**src/rtl/pooling_pkg.sv**
```systemverilog
// Shared definitions for the 2x2 pooling window front-end: pixel width,
// default feature-map geometry and the row-parity FSM state type.
package pooling_pkg;

  localparam int LATIME_PIXEL      = 8;
  localparam int LATIME_IMPLICIT   = 28;
  localparam int INALTIME_IMPLICIT = 28;

  typedef enum logic [1:0] {
    ASTEAPTA   = 2'd0,
    RAND_PAR   = 2'd1,
    RAND_IMPAR = 2'd2
  } stare_fereastra_t;

endpackage

```
**src/rtl/linie_buffer.sv**
```systemverilog
// One-row pixel store: synchronous write, asynchronous (combinational) read.
// Contents are deliberately left unreset; every cell is rewritten before use.
module linie_buffer
  import pooling_pkg::*;
#(
  parameter  int ADANCIME = LATIME_IMPLICIT,
  localparam int AW       = (ADANCIME > 1) ? $clog2(ADANCIME) : 1
) (
  input  logic                    clk,
  input  logic                    i_wr_en,
  input  logic [AW-1:0]           i_wr_addr,
  input  logic [LATIME_PIXEL-1:0] i_wr_data,
  input  logic [AW-1:0]           i_rd_addr,
  output logic [LATIME_PIXEL-1:0] o_rd_data
);

  logic [LATIME_PIXEL-1:0] r_mem [ADANCIME];

  always_ff @(posedge clk) begin
    if (i_wr_en) begin
      r_mem[i_wr_addr] <= i_wr_data;
    end
  end

  assign o_rd_data = r_mem[i_rd_addr];

endmodule

```
**src/rtl/fereastra_2x2.sv**
```systemverilog
// Builds non-overlapping 2x2 windows from a raster pixel stream: even rows are
// parked in a line buffer, odd rows pair with them two columns at a time.
module fereastra_2x2
  import pooling_pkg::*;
#(
  parameter int LATIME   = LATIME_IMPLICIT,
  parameter int INALTIME = INALTIME_IMPLICIT
) (
  input  logic                    clk,
  input  logic                    rst_n,
  input  logic                    pixel_valid,
  input  logic [LATIME_PIXEL-1:0] pixel_in,
  output logic [LATIME_PIXEL-1:0] fereastra1,
  output logic [LATIME_PIXEL-1:0] fereastra2,
  output logic [LATIME_PIXEL-1:0] fereastra3,
  output logic [LATIME_PIXEL-1:0] fereastra4,
  output logic                    activare_tragere,
  output logic                    cadru_gata
);

  localparam int CW = $clog2(LATIME);
  localparam int RW = $clog2(INALTIME);
  localparam logic [CW-1:0] COL_MAX  = CW'(LATIME - 1);
  localparam logic [RW-1:0] RAND_MAX = RW'(INALTIME - 1);
  localparam logic [CW-1:0] COL_UNU  = CW'(1);
  localparam logic [RW-1:0] RAND_UNU = RW'(1);

  stare_fereastra_t        r_stare;
  logic [CW-1:0]           r_col;
  logic [RW-1:0]           r_rand;
  logic [LATIME_PIXEL-1:0] r_sus_stanga;
  logic [LATIME_PIXEL-1:0] r_jos_stanga;
  logic [LATIME_PIXEL-1:0] r_f1;
  logic [LATIME_PIXEL-1:0] r_f2;
  logic [LATIME_PIXEL-1:0] r_f3;
  logic [LATIME_PIXEL-1:0] r_f4;
  logic                    r_activare;
  logic                    r_cadru;

  logic                    w_rand_impar;
  logic                    w_sfarsit_rand;
  logic                    w_sfarsit_cadru;
  logic                    w_scrie_buffer;
  logic                    w_latch_stanga;
  logic                    w_emite;
  logic [LATIME_PIXEL-1:0] w_buf_rd;

  assign w_rand_impar    = (r_stare == RAND_IMPAR);
  assign w_sfarsit_rand  = pixel_valid && (r_col == COL_MAX);
  assign w_sfarsit_cadru = w_sfarsit_rand && (r_rand == RAND_MAX);

  // ASTEAPTA also writes: the very first pixel of a frame belongs to row 0.
  assign w_scrie_buffer  = pixel_valid && !w_rand_impar;
  assign w_latch_stanga  = pixel_valid && w_rand_impar && !r_col[0];
  assign w_emite         = pixel_valid && w_rand_impar && r_col[0];

  linie_buffer #(
    .ADANCIME (LATIME)
  ) u_linie_buffer (
    .clk       (clk),
    .i_wr_en   (w_scrie_buffer),
    .i_wr_addr (r_col),
    .i_wr_data (pixel_in),
    .i_rd_addr (r_col),
    .o_rd_data (w_buf_rd)
  );

  always_ff @(posedge clk or negedge rst_n) begin
    if (!rst_n) begin
      r_stare      <= ASTEAPTA;
      r_col        <= '0;
      r_rand       <= '0;
      r_sus_stanga <= '0;
      r_jos_stanga <= '0;
      r_f1         <= '0;
      r_f2         <= '0;
      r_f3         <= '0;
      r_f4         <= '0;
      r_activare   <= 1'b0;
      r_cadru      <= 1'b0;
    end else begin
      r_activare <= w_emite;
      r_cadru    <= w_sfarsit_cadru;

      if (pixel_valid) begin
        if (w_sfarsit_rand) begin
          r_col  <= '0;
          r_rand <= w_sfarsit_cadru ? '0 : (r_rand + RAND_UNU);
        end else begin
          r_col <= r_col + COL_UNU;
        end

        unique case (r_stare)
          ASTEAPTA: begin
            r_stare <= w_sfarsit_rand ? RAND_IMPAR : RAND_PAR;
          end
          RAND_PAR: begin
            if (w_sfarsit_cadru) begin
              r_stare <= ASTEAPTA;
            end else if (w_sfarsit_rand) begin
              r_stare <= RAND_IMPAR;
            end
          end
          RAND_IMPAR: begin
            if (w_sfarsit_cadru) begin
              r_stare <= ASTEAPTA;
            end else if (w_sfarsit_rand) begin
              r_stare <= RAND_PAR;
            end
          end
          default: begin
            r_stare <= ASTEAPTA;
          end
        endcase
      end

      // Left half of the window waits here until its right partner arrives.
      if (w_latch_stanga) begin
        r_sus_stanga <= w_buf_rd;
        r_jos_stanga <= pixel_in;
      end

      if (w_emite) begin
        r_f1 <= r_sus_stanga;
        r_f2 <= w_buf_rd;
        r_f3 <= r_jos_stanga;
        r_f4 <= pixel_in;
      end
    end
  end

  assign fereastra1       = r_f1;
  assign fereastra2       = r_f2;
  assign fereastra3       = r_f3;
  assign fereastra4       = r_f4;
  assign activare_tragere = r_activare;
  assign cadru_gata       = r_cadru;

endmodule

```
**config.mk**
```make
export PLATFORM = sky130hd
export DESIGN_NAME = fereastra_2x2
export DESIGN_NICKNAME = d
export VERILOG_FILES = /design/src/rtl/pooling_pkg.sv /design/src/rtl/linie_buffer.sv /design/src/rtl/fereastra_2x2.sv
export SDC_FILE = /design/constraint.sdc
export NUM_CORES = 1
export LEC_CHECK = 0
export CAP_MARGIN = 20
export CORE_MARGIN = 10
export CORE_UTILIZATION = 48
export CTS_BUF_LIST = sky130_fd_sc_hd__clkbuf_4 sky130_fd_sc_hd__clkbuf_8
export CTS_CLUSTER_DIAMETER = 100
export DETAILED_ROUTE_END_ITERATION = 6
export GPL_TIMING_DRIVEN = 0
export HOLD_SLACK_MARGIN = 0.06
export PLACE_DENSITY_LB_ADDON = 0.1
export SETUP_SLACK_MARGIN = 0.02
export SLEW_MARGIN = 40
export SYNTH_ARGS = -nofsm -noshare
export SYNTH_HDL_FRONTEND = slang
export SYNTH_HIERARCHICAL = 1
export SYNTH_SLANG_ARGS = --single-unit
```
**constraint.sdc**
```tcl
create_clock -name clk -period 3.58 [get_ports clk]
set_input_delay 0.716 -clock clk [delete_from_list [all_inputs] [get_ports clk]]
set_output_delay 0.716 -clock clk [all_outputs]
set_load 0.01 [all_outputs]
```
* Word level (Yosys, flattened, before mapping)
Memories as Yosys holds them, arrays and structs flattened.
Index checks and enable logic that the tools add are counted.
** Word-level totals
- Bits in latches :: 0
- Memories :: 1
- Bits in registers :: 62
- Memory bits (writable) :: 224
- Word-level logic and storage cells :: 41
- Output and inout port bits :: 34
- ROM bits :: 0
** Cells by class
- Reductions and logical operators :: 11
- Add/subtract/negate cells :: 2
- Eq/ne operators :: 6
- Multiply operators :: 0
- Muxes and demuxes :: 10
- Divide/modulo/power cells :: 0
- Bitwise logic cells :: 0
- Shifts and indexed selects :: 0
- Magnitude comparators :: 0
** Memory list
- u_linie_buffer.r_mem :: words 28, width 8, read ports 1, clocked after Yosys merged registers in 0, wr ports 1, line linie_buffer.sv:17 : logic [LATIME_PIXEL-1:0] r_mem [ADANCIME];
** Operators with widths (number)
- adder 5 x 1 -> 5 bit (second input constant) :: 2
- == test 5 bit (second input constant) :: 2
- two-way mux 2 bit :: 5
- two-way mux 5 bit :: 2
- logical AND 1 bit :: 6
- case mux 2 bit (3 select lines) :: 1
- inequality test 3 x 1 -> 1 bit (second input constant) :: 1
- inequality test 3 bit (second input constant) :: 1
- AND reduction 3 bit :: 1
- == test 2 x 1 -> 1 bit (second input constant) :: 1
- == test 2 bit (second input constant) :: 1
- zero test 1 bit :: 2
- zero test 2 bit :: 1
- two-way mux 1 bit :: 2
- AND reduction 2 bit :: 1

* Depth between registers and ports, before layout
- Depth after elaboration :: 5
- Depth in mapped cells :: 9
- Depth with buffers taken out :: 5

* By module
The synthesis kept the hierarchy.
** Modules (own cells, without submodules)
- linie_buffer :: area an instance 8892.3 um^2, instances 1, seq. area each 6726.5 um^2, cells an instance 468
- fereastra_2x2 :: area an instance 2556.2 um^2, instances 1, seq. area each 1551.5 um^2, cells an instance 168

* Worst setup path after synthesis
OpenSTA, ideal clock, no wires.
- Path kind :: input to register
- From :: input pixel_valid
- To :: memory u_linie_buffer.r_mem[0][0], enable pin
- Setup time :: 370 ps
- Path slack :: 1209 ps
- Stages :: 5
- Arrival :: 2001 ps
- Cell sequence :: buf_6 -> and2_1 -> or3b_2 -> clkbuf_1 -> nor2_1
** On the way
- Cells in the longest elaborated chain, start to end :: 3
** Ends and longest elaborated chain
- start: declaration :: line fereastra_2x2.sv:11 : input logic pixel_valid,
- logical AND 1 bit :: line fereastra_2x2.sv:53 : assign w_scrie_buffer = pixel_valid && !w_rand_impar;
- via w_scrie_buffer :: line fereastra_2x2.sv:43 : logic w_scrie_buffer;
- two-way mux 1 bit :: line linie_buffer.sv:20 : if (i_wr_en) begin
- two-way mux 1 bit (implied by the code) :: line linie_buffer.sv:21 : r_mem[i_wr_addr] <= i_wr_data;
- end: declaration :: line linie_buffer.sv:17
The timed path passes the listed nets, and every way through them passes these cells.

* Final worst setup path
- From :: input pixel_valid
- To :: memory u_linie_buffer.r_mem[16][2], enable pin
The elaborated chain is that of the path after synthesis.

==> results.cfg <==
[run_status]
status = completed

[clock_tree]
clockBufferDepth = 3
numCtsBuffers = 47
post-cts-setup-buffers = 0
path_clk_slew_ps = 60
cts_tree = built
clk_latency_ps = 570
ctsHtreeMaxLevel = 2
cts_resized = 0
cts-root-buf = clkbuf_8
clock_sinks = 286

[power_and_ir_drop]
p_clk_share_pct = 32.7
ir_drop_uv = 490
internal_power_mw = 6.13
power_frac_comb_pct = 21.3
power.share.switching_pct = 29.4
power_mw = 8.68
p_seq_share_pct = 46.0
p_sw_mw = 2.55
power.density_nw_per_um2 = 655
leakagePower_nw = 4.87

[worst_hold_path]
hp-class = flop to flop

[drt]
wl_per_cell_microns = 23.1
drt_iter0_drc = 415
wl_microns = 25100
dr.pass1.iters = 4
ant_nets = 0
routed_via_density = 5.61
vias = 6104
post-route-drc-count = 0

[timing]
hold_violations = 0
worst_slew_pin_slew_ps = 893
drv_slew = 0
hold_ws_ps = 488
slew_headroom_pct = 40.2
period_minus_slack_ps = 2880
timing.fmax_mhz = 347
finalSetupTns_ps = 0
skew_ps = 35.5
final.period_utilization_pct = 80.4
worst_slack_ps = 702
rsz0062_at_grt = no
setup_viol = 0

[yosys]
synth_edf_count = 224
synth_area_leaders = edfxtp_1 59%, dfrtp_1 14%, mux2i_1 6.1%, mux2_2 3.7%, mux4_1 2.5%
synth_most_common_cell = edfxtp_1
syn_nets = 649
yosys.cell_types.count = 44
yosysTopAreaCell = edfxtp_1
ys.flop_type = edfxtp_1
yosysSeqAreaShare_pct = 72.3
synth_warnings = 6
synthArstFlopShare_pct = 21.7
synthesis.area_sq_um = 11400
avgSynthCellArea_sq_um = 18.0
synth_top_area_share_pct = 58.8
synth_seq_cells = 286
synthTopCellsByCount = 224 x edfxtp_1, 70 x mux2i_1, 62 x dfrtp_1
syn-instance-count = 636

[finish]
drive_above_1_share_pct = 24.6
fillCellCount = 1844
fin_util_pct = 56.5
antennaDiodeCount = 0
area_growth_pct = 15.8
regArea_sq_um = 8280
final_nets = 744
multi_input_area_sq_um = 2920

[setup_path]
cp-startpoint = pixel_valid
crit_end = u_linie_buffer/r_mem[16][2]
rrSetupSlack_ps = 740
reg2reg_depth = 8
crit_required_ps = 3750
critPathArrivalTime_ps = 3040
worstSetupPathType = input port to flop
critPathMaxFanout = 10
end_kind = flop
rr_startpoint = r_col[2]
worstReg2RegEnd = fereastra2[0]
start_kind = input port

[grt]
grt_pass1_wl_microns = 38200
antenna_found_initial = 0
grt_max_degree = 46
top_usage_layer = met2
grt_use_met2_pct = 26.4
use_met3_pct = 3.36
grt_pass1_vias = 6496
grt_remaining_overflow = 0
grt_use_met1_pct = 22.1
track_usage_pct = 16.5

[floorplanning]
row_count = 56
start_util_pct = 48.8
fp.dieH_microns = 174
core_area_sq_um = 23500
dieArea_sq_um = 30400
die_w_microns = 174
io-pin-count = 45

[place]
dp_hpwl_microns = 16200
place_ws_ps = 130
gp_congestion = 0.853
portBuffers = 44

[run]
drv_cap = 0
critical path, stage by stage:
cell and delay, ps:
clkdlybuf4s50_1 500, buf_6 160, and2_1 210, or3b_2 460
clkbuf_1 280, nor2_1 720
layout make-up:
class,count,area share [%]
multi-input combinational,318,22.1
clock inverter,17,0.802
sequential,286,62.4
timing repair buffer,46,3.23
buffer,30,1.99
clock buffer,70,6.42
inverter,2,0.0566
tap,319,3.01
power groups by stage:
stage          Sequential [mW]  Clock [mW]  Combinational, mW
2_1_floorplan             4.01           0               1.17
3_3_place_gp              4.05           0               1.82
3_5_place_dp              4.06           0               1.84
4_1_cts                   4.00        2.91               1.85
5_1_grt                   4.03        3.06               2.00
6_report                  4.00        2.84               1.85
through the flow:
step	area, sq um	cells
global placement	12300	999
floorplan	11400	636
global route	13300	1088
detailed placement	12300	1000
finish	13300	1088
CTS	13200	1088
flip-flops by register name, indices dropped and copies added (netlist names), 2 cells and up:
name,cells
fereastra1,8
fereastra2,8
fereastra3,8
fereastra4,8
r_col,5
r_jos_stanga,8
r_rand,5
r_stare,2
r_sus_stanga,8
u_linie_buffer/r_mem,224
metal layers:
metal  part of all wire, %  up-vias
met2                    49      188
met4                   2.0        0
met5                     0        -
met1                    43     3167
li1                      -     2712
met3                   6.1       37
how the worst min path moves through the flow:
stage,startpoint,slack [ps],endpoint,depth (start not counted)
final,r_jos_stanga[3],490,fereastra3[3],1
after global routing,fereastra2[4],510,fereastra2[4],1
after CTS,r_jos_stanga[3],490,fereastra3[3],1
after detailed placement,r_jos_stanga[3],480,fereastra3[3],1
after global placement,r_jos_stanga[2],470,fereastra3[2],1
after floorplan,rst_n,420,activare_tragere,0
logic make-up (layout without fill, tap and decap cells):
family	Yosys count	in the layout	synth area share, %
flip-flops	286	286	72.3
multiplexers	143	143	16.3
AND/OR/NAND/NOR	114	114	5.38
AO/OA/AOI/OAI	57	57	3.32
buffers and inverters	32	165	2.37
adder cells (fa/ha/maj)	2	2	0.219
XOR/XNOR	2	2	0.153
placed cells by master (no fill, tap or decap), types with 3 or more instances in the layout:
cell and n:
a22oi_1 26, nand2b_1 4, a221oi_1 3, clkbuf_8 52
clkdlybuf4s50_1 35, buf_8 3, buf_4 3, or3b_2 4
nand3_1 23, dfrtp_1 62, mux2i_1 70, edfxtp_1 224
o21ai_1 3, a21o_1 3, o21ai_0 9, buf_6 7
clkbuf_4 18, mux4_1 11, mux4_2 12, nor2b_1 5
clkinv_2 6, nand2_1 15, nor2_2 10, clkinv_1 8
mux2_4 10, buf_12 4, mux2_2 38, nand3b_1 7
o22ai_1 4, nand4_1 8, a21oi_1 5, nor2_1 26
buf_2 15, a31oi_1 3, clkbuf_1 7
timing repair:
| item | 4_1_cts | 5_1_grt |
|---|---|---|
| endpoints found under the setup margin | 0 | 0 |
| hold endpoints to repair | 17 | 0 |
| hold buffers | 1 | 0 |
Power figures use the tool's default switching activity.
